`config.mk`:
```
export PLATFORM = sky130hd
export DESIGN_NAME = tsn_md_buffer
export DESIGN_NICKNAME = d
export VERILOG_FILES = /design/src/rtl/tsn_md_buffer.sv
export SDC_FILE = /design/constraint.sdc
export NUM_CORES = 2
export LEC_CHECK = 0
export BUFFER_PORTS_ARGS = -buffer_cell sky130_fd_sc_hd__buf_2
export CAP_MARGIN = 20
export CORE_UTILIZATION = 45
export DETAILED_ROUTE_END_ITERATION = 6
export HOLD_SLACK_MARGIN = 0.03
export SLEW_MARGIN = 5
export SYNTH_ARGS = -nofsm -noshare
export SYNTH_HDL_FRONTEND = slang
export SYNTH_HIERARCHICAL = 1
export SYNTH_SLANG_ARGS = --single-unit
```
`constraint.sdc`:
```
create_clock -name clk -period 3.8 [get_ports clk]
set_input_delay 0.38 -clock clk [delete_from_list [all_inputs] [get_ports clk]]
set_output_delay 0.38 -clock clk [all_outputs]
set_load 0.02 [all_outputs]
```
`src/rtl/tsn_md_buffer.sv`:
```
// Metadata buffer: four independent show-ahead FIFOs that hold per-class TSN metadata
// between queue selection and the gate-control scheduler.

module tsn_md_fifo #(
  parameter int W     = 9,
  parameter int DEPTH = 64,
  parameter int AW    = 6
) (
  input  logic          clk,
  input  logic          rst,
  input  logic          wr_i,
  input  logic [W-1:0]  data_i,
  input  logic          rd_i,
  output logic [W-1:0]  head_o,
  output logic          empty_o,
  output logic          full_o,
  output logic [AW:0]   usedw_o,
  output logic [15:0]   drop_cnt_o
);

  logic [W-1:0]  mem [DEPTH];
  logic [AW-1:0] wr_ptr_q, wr_ptr_d;
  logic [AW-1:0] rd_ptr_q, rd_ptr_d;
  logic [AW:0]   usedw_q, usedw_d;
  logic [15:0]   drop_q, drop_d;
  logic          empty_q, full_q;
  logic          valid_q;
  logic          fwd_q, fwd_d;
  logic [W-1:0]  fwd_data_q;
  logic [W-1:0]  ram_q;
  logic          wr_ok, pop_ok, drop;

  always_comb begin
    // A full queue still takes a write when the same cycle pops it.
    wr_ok  = wr_i && (!full_q || rd_i);
    pop_ok = rd_i && !empty_q;
    drop   = wr_i && full_q && !rd_i;

    wr_ptr_d = wr_ok  ? wr_ptr_q + AW'(1) : wr_ptr_q;
    rd_ptr_d = pop_ok ? rd_ptr_q + AW'(1) : rd_ptr_q;

    usedw_d = usedw_q;
    if (wr_ok && !pop_ok) begin
      usedw_d = usedw_q + (AW+1)'(1);
    end else if (!wr_ok && pop_ok) begin
      usedw_d = usedw_q - (AW+1)'(1);
    end

    drop_d = (drop && (drop_q != 16'hFFFF)) ? drop_q + 16'd1 : drop_q;

    // The freshly written word becomes the head only when it is the sole entry left;
    // RAM cannot supply it yet, so take it straight from the input.
    fwd_d = wr_ok && ((usedw_q == '0) || ((usedw_q == (AW+1)'(1)) && pop_ok));
  end

  always_ff @(posedge clk) begin
    if (rst) begin
      wr_ptr_q <= '0;
      rd_ptr_q <= '0;
      usedw_q  <= '0;
      drop_q   <= '0;
      empty_q  <= 1'b1;
      full_q   <= 1'b0;
      valid_q  <= 1'b0;
      fwd_q    <= 1'b0;
    end else begin
      wr_ptr_q <= wr_ptr_d;
      rd_ptr_q <= rd_ptr_d;
      usedw_q  <= usedw_d;
      drop_q   <= drop_d;
      empty_q  <= (usedw_d == '0);
      full_q   <= (usedw_d == (AW+1)'(DEPTH));
      valid_q  <= (usedw_d != '0);
      fwd_q    <= fwd_d;
    end
  end

  // Storage and its registered read port carry no reset so they map onto block RAM.
  always_ff @(posedge clk) begin
    if (!rst && wr_ok) begin
      mem[wr_ptr_q] <= data_i;
    end
    ram_q      <= mem[rd_ptr_d];
    fwd_data_q <= data_i;
  end

  assign head_o     = valid_q ? (fwd_q ? fwd_data_q : ram_q) : '0;
  assign empty_o    = empty_q;
  assign full_o     = full_q;
  assign usedw_o    = usedw_q;
  assign drop_cnt_o = drop_q;

endmodule

module tsn_md_buffer #(
  parameter int DEPTH = 64,
  parameter int AW    = 6
) (
  input  logic          clk,
  input  logic          rst,
  input  logic [8:0]    in_mb_md0,
  input  logic          in_mb_md0_wr,
  input  logic [8:0]    in_mb_md1,
  input  logic          in_mb_md1_wr,
  input  logic [19:0]   in_mb_md2,
  input  logic          in_mb_md2_wr,
  input  logic [8:0]    in_mb_md3,
  input  logic          in_mb_md3_wr,
  input  logic [3:0]    in_mb_rd,
  output logic [8:0]    out_mb_md0,
  output logic [8:0]    out_mb_md1,
  output logic [19:0]   out_mb_md2,
  output logic [8:0]    out_mb_md3,
  output logic [3:0]    out_mb_empty,
  output logic [3:0]    out_mb_full,
  output logic [AW:0]   out_mb_usedw0,
  output logic [AW:0]   out_mb_usedw1,
  output logic [AW:0]   out_mb_usedw2,
  output logic [AW:0]   out_mb_usedw3,
  output logic [15:0]   out_mb_drop_cnt0,
  output logic [15:0]   out_mb_drop_cnt1,
  output logic [15:0]   out_mb_drop_cnt2,
  output logic [15:0]   out_mb_drop_cnt3
);

  tsn_md_fifo #(.W(9), .DEPTH(DEPTH), .AW(AW)) u_q0 (
    .clk(clk), .rst(rst), .wr_i(in_mb_md0_wr), .data_i(in_mb_md0), .rd_i(in_mb_rd[0]),
    .head_o(out_mb_md0), .empty_o(out_mb_empty[0]), .full_o(out_mb_full[0]),
    .usedw_o(out_mb_usedw0), .drop_cnt_o(out_mb_drop_cnt0)
  );

  tsn_md_fifo #(.W(9), .DEPTH(DEPTH), .AW(AW)) u_q1 (
    .clk(clk), .rst(rst), .wr_i(in_mb_md1_wr), .data_i(in_mb_md1), .rd_i(in_mb_rd[1]),
    .head_o(out_mb_md1), .empty_o(out_mb_empty[1]), .full_o(out_mb_full[1]),
    .usedw_o(out_mb_usedw1), .drop_cnt_o(out_mb_drop_cnt1)
  );

  // Q2 carries token length alongside the port/queue info, hence the wider word.
  tsn_md_fifo #(.W(20), .DEPTH(DEPTH), .AW(AW)) u_q2 (
    .clk(clk), .rst(rst), .wr_i(in_mb_md2_wr), .data_i(in_mb_md2), .rd_i(in_mb_rd[2]),
    .head_o(out_mb_md2), .empty_o(out_mb_empty[2]), .full_o(out_mb_full[2]),
    .usedw_o(out_mb_usedw2), .drop_cnt_o(out_mb_drop_cnt2)
  );

  tsn_md_fifo #(.W(9), .DEPTH(DEPTH), .AW(AW)) u_q3 (
    .clk(clk), .rst(rst), .wr_i(in_mb_md3_wr), .data_i(in_mb_md3), .rd_i(in_mb_rd[3]),
    .head_o(out_mb_md3), .empty_o(out_mb_empty[3]), .full_o(out_mb_full[3]),
    .usedw_o(out_mb_usedw3), .drop_cnt_o(out_mb_drop_cnt3)
  );

endmodule

```
==> impl_metrics.csv <==
group,metric,value,unit
hold_path,worstHoldStart,"in_mb_md0[2]",
timing,timing.fmax,0.266,GHz
clocking,clk_pin_slew_worst_paths,60,ps
placement,port_buffers,203,
floorplanning,num_rows,199,
synth,ys_top_cells_by_area,"edfxtp_1 (68%), a211oi_1 (4.8%), dfxtp_1 (3.7%)",
cells_and_area,fillers,24200,
clocking,h-tree-depth,5,
placement,gp_congestion,0.859,
synth,postSynth.asyncResetShare,0,%
cells_and_area,fin_nets,9935,
clocking,cts.sinks,3258,
routing,vias,89100,
floorplanning,die_w,547,um
synth,synthSimpleGateAreaFrac,9.29,%
cells_and_area,syn_to_final_growth,15.3,%
routing,routed_wl,391000,um
placement,dp_hpwl,225000,um
clocking,numCtsBuffers,346,
synth,synth_cells,9398,
synth,synth_xor_area_share,0.856,%
timing,maxSlewViolCount,0,
worst_setup_path,critical_path.max_fanout,61,
power,power_density,593,nW/um2
timing,hold_ws,81.0,ps
timing,final-setup-viol-count,0,
global_route,grt_pass1_vias,86700,
synth,syn_avg_cell_area,14.2,um2
synth,muxShareOfSynthArea,2.57,%
hold_path,hold_path.class,"input pin to register",
power,p_total,91.3,mW
synth,synth_edf_count,3008,
synth,synthTopCellsByCount,"edfxtp_1 (3008), a211oi_1 (853), nand2_1 (701)",
floorplanning,dieArea,299000,um2
synth,synth.distinct_cells,104,
global_route,overflow,0,
synth,yosysTopAreaCell,"edfxtp_1",
routing,ant_nets,0,
routing,dr.pass1.iters,6,
placement,dp.cells,13400,
synth,ys_warn_count,6,
synth,syn_area,134000,um2
synth,synth_fa_ha_area_share,0.262,%
routing,route.detailed.drc,0,
clocking,cts-root-buf,"clkbuf_16",
timing,rsz0062_at_grt,"false",
synth,yosys.area.top_type_share,67.6,%
floorplanning,floorplan.initialDensity,45.3,%
power,leakage,50.5,nW
routing,via_per_inst,6.33,
floorplanning,die_y,547,um
timing,relSlewSlack,19.9,%
worst_setup_path,required,4610,ps
timing,clock_skew,65.1,ps
synth,synthMostInstantiatedCell,"edfxtp_1",
synth,synth_fp_nets,9483,
timing,fin_crit,3760,ps
global_route,antenna_found_initial,8,
global_route,grt_max_degree,126,
clocking,ctsLongestPathBuffers,4,
synth,synth_top_family_by_area,"compound AO/OA/AOI/OAI gates",
global_route,grt_usage,25.3,%
synth,synth_compound_area_share,13.1,%
clocking,clock_latency,940,ps
global_route,grt_pass1_wl,571000,um
worst_setup_path,crit_path_start_kind,"register",
worst_setup_path,end_kind,"register",
synth,synth_seq_cells,3258,
worst_setup_path,path_class,"register to register",
clocking,cts_tree,"yes",
cells_and_area,final_core_util,52.3,%
floorplanning,ios,204,
floorplanning,core-area,295000,um2
routing,routedWlPerCell,27.8,um
worst_setup_path,critPathLaunch,"u_q2/rd_ptr_q[1]$_SDFF_PP0_",
power,ir_worst_vdd,469,uV
worst_setup_path,worstRegToRegCells,10,
worst_setup_path,r2r_start,"u_q2/rd_ptr_q[1]$_SDFF_PP0_",
run,drv_cap,0,
cells_and_area,final_cells,14100,
synth,synth-seq-area-share,71.4,%
outcome,status,"finished clean",
timing,min_period_over_period,99.0,%
cells_and_area,drive_gt1_share,15.2,%
timing,hold_viol,0,
synth,dominantRegCellSynth,"edfxtp_1",
worst_setup_path,reg2reg_slack,40,ps
timing,tightest_slew,1190,ps
routing,drtIter0Drc,9680,
worst_setup_path,arrival,4570,ps
hold_path,hold_depth,1,
## area by class of cell
type,instances,area [um2],share of cell area [%]
inverter,34,128,0.0829
multi-input combinational,5356,35300,22.9
clock buffer,439,9210,5.98
clock inverter,196,1810,1.17
tap,3919,4900,3.18
timing repair buffer,854,7270,4.72
antenna,4,10.0,0.00650
sequential,3258,95300,61.9
## flip-flops by register name, indices dropped and copies added, names as in the netlist, 16 cells and up
name / cells
u_q0/drop_cnt_o: 16
u_q2/drop_cnt_o: 16
u_q2/fwd_data_q: 20
u_q3/drop_cnt_o: 16
u_q1/drop_cnt_o: 16
u_q0/mem: 576
u_q2/ram_q: 20
u_q1/mem: 576
u_q2/mem: 1280
u_q3/mem: 576
## critical path, stage by stage, from the launching register on
cell,delay [ps]
dfxtp_4,390
ha_4,240
nor4b_1,580
a31oi_4,150
buf_12,220
buf_4,300
o22ai_1,170
a211oi_1,70
nor4_1,1000
o22ai_1,140
or2_1,260
## routing by layer
layer	track usage (%)	wire [um]	share of wire, %
met1	35.5	163000	42
met2	40.0	182000	47
met3	4.19	33000	8.4
met4	8.37	12700	3.2
met5	0	0	0
## power breakdown
group / total [mW] / switching, mW / internal [mW]
registers: 40.1 / 0.527 / 39.6
clock network: 33.0 / 14.0 / 18.9
logic: 18.2 / 11.9 / 6.27
## cells in the final DEF, fill, tap and decap left out, types with 70 or more instances in the layout
master / netlist / final
buf_2: 219 / 202
and3_1: 314 / 314
nand2_1: 701 / 701
nand3_1: 73 / 73
a311oi_1: 308 / 308
a32oi_1: 89 / 89
nor4_1: 358 / 354
clkbuf_16: 0 / 349
mux2i_1: 247 / 247
nor3_1: 135 / 123
xor2_1: 70 / 70
buf_12: 0 / 98
buf_4: 14 / 508
edfxtp_1: 3008 / 3008
a211oi_1: 853 / 853
nor2_1: 391 / 339
clkbuf_1: 445 / 76
mux2_2: 75 / 75
a21oi_1: 182 / 182
o21ai_0: 129 / 129
o22ai_1: 625 / 625
nand2b_1: 147 / 145
dfxtp_1: 250 / 247
## path summary, 6_finish.rpt
| kind | endpoint |
|---|---|
| setup / recovery | u_q2/ram_q[8]$_DFF_P_ |
| hold / removal | u_q0/fwd_data_q[2]$_DFF_P_ |
| setup reg to reg | u_q2/ram_q[8]$_DFF_P_ |
| hold reg to reg | u_q2/drop_cnt_o[5]$_SDFFE_PP0P_ |
## cell families (layout without fill, tap and decap cells)
family	Yosys count	in the layout
buf+inv	784	1523
compound gates	2447	2447
xor+xnor	125	125
flops	3258	3258
fa+ha+maj	28	28
other cells	0	4
mux	328	328
simple gates	2428	2428
## metrics by stage
| step | area (um2) | setup TNS (ps) | setup WS [ps] |
|---|---|---|---|
| floorplan | 134000 | 0 | 480 |
| global placement | 142000 | -47.2 | -34.1 |
| detailed placement | 142000 | -67.9 | -67.9 |
| CTS | 154000 | 0 | 73.8 |
| global route | 154000 | 0 | 3.60 |
| finish | 154000 | 0 | 38.4 |
## timing repair
item | in CTS | in global routing
setup buffers | 0 | 3
endpoints found under the setup margin | 1 | 4
hold buffers | 33 | 11
gates resized for setup | 1 | 3
endpoints found under the hold margin | 379 | 153
Power figures use the tool's default switching activity.
